**config.mk**
```make
export PLATFORM = sky130hd
export DESIGN_NAME = fp_mult_pipe
export DESIGN_NICKNAME = d
export VERILOG_FILES = /design/src/rtl/fp_mult_pipe.sv
export SDC_FILE = /design/constraint.sdc
export NUM_CORES = 2
export LEC_CHECK = 0
export BUFFER_PORTS_ARGS = -buffer_cell sky130_fd_sc_hd__buf_2
export CAP_MARGIN = 25
export CORE_ASPECT_RATIO = 1.25
export CORE_MARGIN = 2
export CORE_UTILIZATION = 29
export CTS_CLUSTER_SIZE = 25
export DETAILED_ROUTE_END_ITERATION = 10
export PLACE_DENSITY_LB_ADDON = 0.15
export REMOVE_ABC_BUFFERS = 1
export SYNTH_ARGS = -nofsm -noshare
export SYNTH_HDL_FRONTEND = slang
export SYNTH_SLANG_ARGS = --single-unit
```
**constraint.sdc**
```tcl
create_clock -name clk -period 15.6 [get_ports clk]
set_input_delay 0.78 -clock clk [delete_from_list [all_inputs] [get_ports clk]]
set_output_delay 0.78 -clock clk [all_outputs]
set_load 0.005 [all_outputs]
```
**src/rtl/fp_mult_pipe.sv**
```systemverilog
// fp_mult_pipe: pipelined IEEE-754 multiplier with valid/ready handshakes.
// Operand register, then unpack, multiply, and normalise/round/pack stages.
module fp_mult_pipe #(
  parameter int EXP_W = 8,
  parameter int MAN_W = 23,
  parameter bit FTZ   = 1'b0,
  parameter int TAG_W = 4
) (
  input  logic                   clk,
  input  logic                   rst_n,
  input  logic                   in_valid,
  output logic                   in_ready,
  input  logic [EXP_W+MAN_W:0]   a,
  input  logic [EXP_W+MAN_W:0]   b,
  input  logic [1:0]             rnd_mode,
  input  logic [TAG_W-1:0]       in_tag,
  output logic                   out_valid,
  input  logic                   out_ready,
  output logic [EXP_W+MAN_W:0]   p,
  output logic [TAG_W-1:0]       out_tag,
  output logic [3:0]             flags
);

  localparam int W    = 1 + EXP_W + MAN_W;
  localparam int SW   = MAN_W + 1;
  localparam int PW   = 2 * SW;
  localparam int XW   = EXP_W + 3;
  localparam int BIAS = 2**(EXP_W-1) - 1;
  localparam int EMAX = 2**EXP_W - 1;

  localparam logic [W-1:0] QNAN =
    {1'b0, {EXP_W{1'b1}}, 1'b1, {(MAN_W-1){1'b0}}};

  typedef struct packed {
    logic             v;
    logic [W-1:0]     a;
    logic [W-1:0]     b;
    logic [1:0]       rm;
    logic [TAG_W-1:0] tag;
  } s0_t;

  typedef struct packed {
    logic             v;
    logic             sign;
    logic             sp;
    logic [1:0]       rm;
    logic [TAG_W-1:0] tag;
    logic [XW-1:0]    ea;
    logic [XW-1:0]    eb;
    logic [SW-1:0]    sa;
    logic [SW-1:0]    sb;
    logic [W-1:0]     spw;
    logic [3:0]       spf;
  } s1_t;

  typedef struct packed {
    logic             v;
    logic             sign;
    logic             sp;
    logic [1:0]       rm;
    logic [TAG_W-1:0] tag;
    logic [XW-1:0]    e;
    logic [PW-1:0]    prod;
    logic [W-1:0]     spw;
    logic [3:0]       spf;
  } s2_t;

  typedef struct packed {
    logic          sign;
    logic          zero;
    logic          inf;
    logic          nan;
    logic          snan;
    logic [SW-1:0] sig;
    logic [XW-1:0] exp;
  } opnd_t;

  function automatic logic [XW-1:0] lzc(input logic [SW-1:0] v);
    lzc = XW'(SW);
    for (int i = 0; i < SW; i++)
      if (v[i]) lzc = XW'(SW - 1 - i);
  endfunction

  // Subnormals are normalised here so S2/S3 only ever see a leading one.
  function automatic opnd_t unpack(input logic [W-1:0] x);
    logic [EXP_W-1:0] e;
    logic [MAN_W-1:0] f;
    logic [XW-1:0]    lz;
    e = x[W-2 -: EXP_W];
    f = x[MAN_W-1:0];
    lz = lzc({1'b0, f});
    unpack = '0;
    unpack.sign = x[W-1];
    unpack.nan  = (&e) && (|f);
    unpack.snan = (&e) && (|f) && !f[MAN_W-1];
    unpack.inf  = (&e) && !(|f);
    if (e == '0) begin
      unpack.zero = !(|f) || FTZ;
      unpack.sig  = {1'b0, f} << lz;
      unpack.exp  = XW'(1) - lz;
    end else begin
      unpack.sig = {1'b1, f};
      unpack.exp = XW'(e);
    end
  endfunction

  s0_t r0, n0;
  s1_t r1, n1;
  s2_t r2, n2;
  opnd_t ua, ub;
  logic adv;

  assign adv      = out_ready || !out_valid;
  assign in_ready = adv;

  always_comb begin
    n0     = '0;
    n0.v   = in_valid;
    n0.a   = a;
    n0.b   = b;
    n0.rm  = rnd_mode;
    n0.tag = in_tag;
  end

  always_comb begin
    ua      = unpack(r0.a);
    ub      = unpack(r0.b);
    n1      = '0;
    n1.v    = r0.v;
    n1.rm   = r0.rm;
    n1.tag  = r0.tag;
    n1.sign = ua.sign ^ ub.sign;
    n1.ea   = ua.exp;
    n1.eb   = ub.exp;
    n1.sa   = ua.sig;
    n1.sb   = ub.sig;
    if (ua.nan || ub.nan) begin
      n1.sp  = 1'b1;
      n1.spw = QNAN;
      n1.spf = {ua.snan || ub.snan, 3'b000};
    end else if ((ua.inf && ub.zero) || (ua.zero && ub.inf)) begin
      n1.sp  = 1'b1;
      n1.spw = QNAN;
      n1.spf = 4'b1000;
    end else if (ua.inf || ub.inf) begin
      n1.sp  = 1'b1;
      n1.spw = {n1.sign, {EXP_W{1'b1}}, {MAN_W{1'b0}}};
    end else if (ua.zero || ub.zero) begin
      n1.sp  = 1'b1;
      n1.spw = {n1.sign, {(W-1){1'b0}}};
    end
  end

  always_comb begin
    n2      = '0;
    n2.v    = r1.v;
    n2.sign = r1.sign;
    n2.sp   = r1.sp;
    n2.rm   = r1.rm;
    n2.tag  = r1.tag;
    n2.spw  = r1.spw;
    n2.spf  = r1.spf;
    n2.e    = r1.ea + r1.eb - XW'(BIAS);
    n2.prod = PW'(r1.sa) * PW'(r1.sb);
  end

  logic [PW-1:0]    m, ms, mask;
  logic [XW-1:0]    e, sh, ef;
  logic [SW-1:0]    k;
  logic [SW:0]      kr;
  logic [MAN_W-1:0] frac;
  logic             tiny, g, s, inc, inx, ovf, to_inf;
  logic [W-1:0]     res;
  logic [3:0]       fl;

  always_comb begin
    m    = r2.prod[PW-1] ? r2.prod : r2.prod << 1;
    e    = r2.e + XW'(r2.prod[PW-1]);
    tiny = e[XW-1] || (e == '0);
    sh   = tiny ? XW'(1) - e : '0;
    if (sh > XW'(PW)) sh = XW'(PW);
    // Bits shifted out for the subnormal range collapse into the sticky LSB.
    mask = ~({PW{1'b1}} << sh);
    ms   = (m >> sh) | PW'(|(m & mask));
    k    = ms[PW-1 -: SW];
    g    = ms[PW-1-SW];
    s    = |ms[PW-2-SW:0];
    inx  = g || s;
    unique case (r2.rm)
      2'd0: inc = g && (s || k[0]);
      2'd1: inc = 1'b0;
      2'd2: inc = !r2.sign && inx;
      2'd3: inc = r2.sign && inx;
    endcase
    kr     = {1'b0, k} + {{SW{1'b0}}, inc};
    ef     = tiny ? XW'(kr[SW-1]) : e + XW'(kr[SW]);
    frac   = kr[SW] ? '0 : kr[MAN_W-1:0];
    ovf    = !tiny && (ef >= XW'(EMAX));
    to_inf = (r2.rm == 2'd0) ||
             (r2.rm == 2'd2 && !r2.sign) ||
             (r2.rm == 2'd3 && r2.sign);
    res = {r2.sign, ef[EXP_W-1:0], frac};
    fl  = {2'b00, tiny && inx, inx};
    if (r2.sp) begin
      res = r2.spw;
      fl  = r2.spf;
    end else if (ovf) begin
      res = to_inf ?
        {r2.sign, {EXP_W{1'b1}}, {MAN_W{1'b0}}} :
        {r2.sign, {(EXP_W-1){1'b1}}, 1'b0, {MAN_W{1'b1}}};
      fl  = 4'b0101;
    end else if (tiny && FTZ) begin
      res = {r2.sign, {(W-1){1'b0}}};
      fl  = 4'b0011;
    end
  end

  always_ff @(posedge clk or negedge rst_n) begin
    if (!rst_n) begin
      r0        <= '0;
      r1        <= '0;
      r2        <= '0;
      out_valid <= 1'b0;
      p         <= '0;
      out_tag   <= '0;
      flags     <= '0;
    end else if (adv) begin
      r0        <= n0;
      r1        <= n1;
      r2        <= n2;
      out_valid <= r2.v;
      p         <= res;
      out_tag   <= r2.tag;
      flags     <= fl;
    end
  end

endmodule

```
; ---- Yosys cells after proc, flatten, opt, wreduce, memory -nomap -nowiden
; Index checks and enable logic that the tools add are counted.
[totals]
regBits = 331
latchBits = 0
mem_bits_rw = 0
rom_bits = 0
out_inout_bits = 42
elab_cells = 164
n_memories = 0
[classes]
n_addsub = 8
multipliers = 1
div_mod_pow = 0
order_cmp = 2
n_eq_ne = 3
shifts = 4
muxes = 70
bitwise_logic = 4
reduce_logical = 43
[ops]
columns = cell, count
row1 = $mux W11, 47
row2 = $mux W32, 4
row3 = $mux W35, 2
row4 = $reduce_or A23 Y1, 3
row5 = $and A48 B48 Y48, 1
row6 = $mul A24 B24 Y48, 1
row7 = $mux W48, 1
row8 = $not A48 Y48, 1
row9 = $or A48 B1 Y48, 1
row10 = $reduce_or A48 Y1, 1
row11 = $shl A23 B11 Y24, 2
row12 = $shl A48 B11 Y48 const A, 1
row13 = $shr A48 B11 Y48, 1
row14 = $mux W36, 1
row15 = $sub A1 B11 Y11 const A, 3
row16 = $mux W31, 1
row17 = $add A24 B1 Y25, 1
row18 = $mux W24, 1
row19 = $mux W23, 1
row20 = $add A11 B1 Y11, 2
row21 = $logic_not A8 Y1, 2
row22 = $mux W4, 4
row23 = $reduce_and A8 Y1, 2
row24 = $logic_and A1 B1 Y1, 15
row25 = 14 further kinds, 36

; ---- Longest topological paths before layout
[logic_depth]
word_depth = 25
ltp_mapped = 46
ltp_nobuf = 39

; ---- Least setup slack after synthesis
; OpenSTA, ideal clock, no wires.
[synth_path]
kind = flip-flop to flip-flop
start = register r2[83] (netlist name)
end = register p[21]
setup_ns = 0.124
arrival_time_ns = 8.411
t_required_ns = 15.476
setup_slack_ns = 7.065
path_stages_with_launch = 43
n_path_buf = 5
cell_sequence = dfrtp_1 > ha_1 > ha_1 > xnor2_1 > ha_1 > nand2b_1 > mux2_2 > nor4_1 > a32oi_1 > buf_4 > nor4_4 > buf_4 > clkbuf_1 > buf_2 > mux4_2 > a21oi_1 > nor4b_1 > a21oi_1 > (+7 left out) > or4_1 > nor3_1 > and4_1 > ha_1 > ha_1 > nand2_1 > nor3_1 > xnor2_1 > nand4_1 > o211ai_1 > nand2_1 > nor2_1 > nor2_1 > and2_1 > clkbuf_1 > nand4_1 > mux2i_1 > a211o_1
[synth_between]
elab_chain_cells = 22
[synth_rtl]
columns = item, line
row1 = "start, declared", 109  ; s2_t r2, n2;
row2 = "start signal, assigned", 230  ; r2 <= n2;
row3 = "parallel branches: the longest is 20 deep, another holds $add A11 B1 Y11", --
row4 = $mux W31 (*), 207  ; end else if (ovf) begin
row5 = $mux W32 (*), 204  ; if (r2.sp) begin
row6 = "end signal, assigned", 232  ; p <= res;
row7 = "end, declared", 19  ; output logic [EXP_W+MAN_W:0] p,
; Every way passes the cells marked *.
; A chain may end at the register's enable or synchronous reset.

; ---- Worst setup path after layout
[layout_path]
start = register r2[83] (netlist name)
end = register p[18]
; The elaborated chain is that of the path after synthesis.

==> run_results.csv <==
group,metric,value,unit
floorplanning,core-area,127000,µm²
finish,nets,5145,
finish,num_antenna_cells,0,
finish,drive_above_1_share,8.551,%
sta,max_slew_margin,31.62,%
clock_network,clock_path_buffers,3,
logic_synthesis,synth_edf_count,0,
logic_synthesis,synth_flop_cell,"dfrtp_1",
global_routing,grt-ovfl-total,0,
run_status,status,"completed",
setup_path,cp-startpoint,"r2[83]",
place,gp_congestion,0.9115,
floorplanning,die_w,324.4,µm
setup_path,r2r_start,"r2[83]",
drt,wirelength,124800,µm
sta,report.final.slew_viol_count,0,
logic_synthesis,postSynthAreaPerCell,8.426,µm²
global_routing,first_global_vias,32565,
sta,holdWs,0.1993,ns
clock_network,path_clk_slew,0.05,ns
global_routing,antenna_found_initial,1,
floorplanning,start_util,29.31,%
sta,hold_violations,0,
finish,final_util,32.17,%
logic_synthesis,ys_seq_area_share,17.96,%
logic_synthesis,ys_ff_latch,267,
setup_path,critPathMaxStageDelay,0.75,ns
global_routing,grt_pass1_wl,197000,µm
floorplanning,fp-row-count,146,
floorplanning,die-area,131200,µm²
sta,skew,0.02048,ns
sta,finalSetupViolCount,0,
logic_synthesis,yosys_warnings,0,
drt,via_per_inst,5.116,
drt,drc,0,
setup_path,path_class,"flop to flop",
setup_path,r2r_end,"p[18]",
place,port_buffers,115,
logic_synthesis,netlist_area,37210,µm²
clock_network,post_cts_resized,0,
global_routing,grt_use_met3,1.821,%
drt,drt-initial-drc-count,2076,
sta,period_needed,10.75,ns
setup_path,end_kind,"flop",
global_routing,grt_max_degree,200,
drt,drt_first_pass_iters,6,
sta,fin_tns_setup,0,ns
global_routing,top_usage_layer,"met2",
clock_network,cts_tree,"built",
global_routing,grtUsageTotal,19.00,%
logic_synthesis,synth_cell_types,106,
drt,vias,31262,
global_routing,grt_use_met2,34.35,%
global_routing,gr-usage-met1,23.69,%
floorplanning,ios,116,
setup_path,cpMaxStageDelayCell,"a211oi_1",
sta,rsz0062_at_grt,"no",
place,dp_hpwl,94370,µm
logic_synthesis,async_reset_ff_share,100.0,%
setup_path,crit_required,16.07,ns
sta,period_share,68.94,%
min_path,min_path_type,"input port to async pin",
clock_network,post-cts-setup-buffers,0,
setup_path,crit_path_max_fanout,43,
finish,synthToLayoutAreaGrowth,9.775,%
setup_path,cp-start-kind,"flop",
drt,ant_nets,0,
setup_path,reg2reg_depth,38,
drt,routedWlPerCell,20.42,µm
setup_path,arrival,11.22,ns
place,dpl.cell_count,6042,
sta,max_freq,92.98,MHz
clock_network,htreeDepth,2,
floorplanning,die_h,404.5,µm
setup_path,rrSetupSlack,4.85,ns
clock_network,cts.sinks,267,
sta,worst_pin_slew,0.9971,ns
clock_network,cts_inserted_buffers,37,
job,max_cap_violations,0,
finish,finalNonFillerCells,6111,
clock_network,root_buffer,"clkbuf_16",
logic_synthesis,synthCells,4416,
clock_network,cts_hold_buf,0,
clock_network,clkLatencyLatePin,0.56,ns
setup_path,crit_top_cell,"ha_1",
synth_stat cells (27+ instances only):
library cell / count / share of area, %
dfrtp_1: 267 / 18
nand4_1: 27 / 0.45
xnor2_1: 63 / 1.5
nor3_1: 64 / 0.86
mux2_2: 42 / 1.3
a21oi_1: 199 / 2.7
o211ai_1: 33 / 0.67
clkbuf_1: 227 / 2.3
a211oi_1: 32 / 0.65
o21ai_0: 180 / 2.4
fa_1: 483 / 26
mux2i_1: 110 / 3.0
nor2_1: 212 / 2.1
and2_1: 219 / 3.7
a31oi_1: 36 / 0.61
xor2_1: 28 / 0.66
ha_1: 206 / 6.9
nand2_1: 900 / 9.1
a21o_1: 27 / 0.54
nand3_1: 59 / 0.79
inv_1: 541 / 5.5
flip-flops by register name (all words and copies together) (netlist names):
signal and count:
n2 13, r2 72, out_tag 4, r0 64
p 32, out_valid 1, flags 4, n1 7
r1 70
how the worst max path moves through the flow:
stage | to | slack (ns) | depth (start not counted)
finish | p[18] | 4.85 | 38
global route | p[18] | 4.12 | 38
CTS | p[15] | 4.92 | 37
detailed placement | p[15] | 4.96 | 37
global placement | p[17] | 4.99 | 37
floorplan | p[11] | -2.39 | 5
cell usage in the layout, fill, tap and decap left out, drive strengths merged, types with 28 or more instances in the layout:
master and n:
fa 483, nand3 62, inv 548, a31oi 36
a211oi 33, a21oi 199, dfrtp 267, nand4 28
and2 221, nor2 213, o21ai 186, ha 206
mux2 42, o211ai 34, mux2i 110, clkbuf 50
xor2 28, nand2 901, buf 203, nor3 68
xnor2 64
per-stage QoR:
| step | area (µm²) | setup slack [ns] |
|---|---|---|
| 5_1_grt | 40850 | 4.117 |
| 4_1_cts | 40800 | 4.922 |
| 3_3_place_gp | 39490 | 4.994 |
| 6_report | 40850 | 4.845 |
| 2_1_floorplan | 36080 | -2.389 |
| 3_5_place_dp | 39500 | 4.957 |
logic make-up after synthesis:
kind of cell,synth area share [%]
xor gates and xnor gates,2.186
AOI/OAI and AO/OA,13.35
buffers and inverters,8.531
adders and majority gates,32.91
and+or+nand+nor,19.87
DFF,17.96
muxes,5.198
critical path, delay by kind of cell, from the launching register on:
| family | cells | cell delay [ns] |
|---|---|---|
| and+or+nand+nor | 20 | 5.22 |
| AOI/OAI and AO/OA | 9 | 2.32 |
| xor gates and xnor gates | 2 | 0.58 |
| adders and majority gates | 7 | 2.01 |
| DFF | 1 | 0.52 |
layer usage:
layer / share of wire (%) / wire [µm] / vias up
met5: 0.010 / 13 / -
met3: 3.8 / 4792 / 205
li1: - / - / 14408
met2: 51 / 63690 / 832
met4: 3.3 / 4151 / 2
met1: 42 / 52150 / 15815
cell type report:
| class | instances | area [µm²] |
|---|---|---|
| Fill cell | 13620 | 86110 |
| Inverter | 544 | 2049 |
| Clock inverter | 16 | 241.5 |
| Tap cell | 1702 | 2130 |
| Sequential cell | 267 | 6685 |
| Clock buffer | 50 | 1055 |
| Multi-Input combinational cell | 3327 | 27380 |
| Timing Repair Buffer | 205 | 1304 |
Power is left out: the tool's default activity adds up to more than one toggle a clock period on the data nets, which glitch-free logic cannot reach.
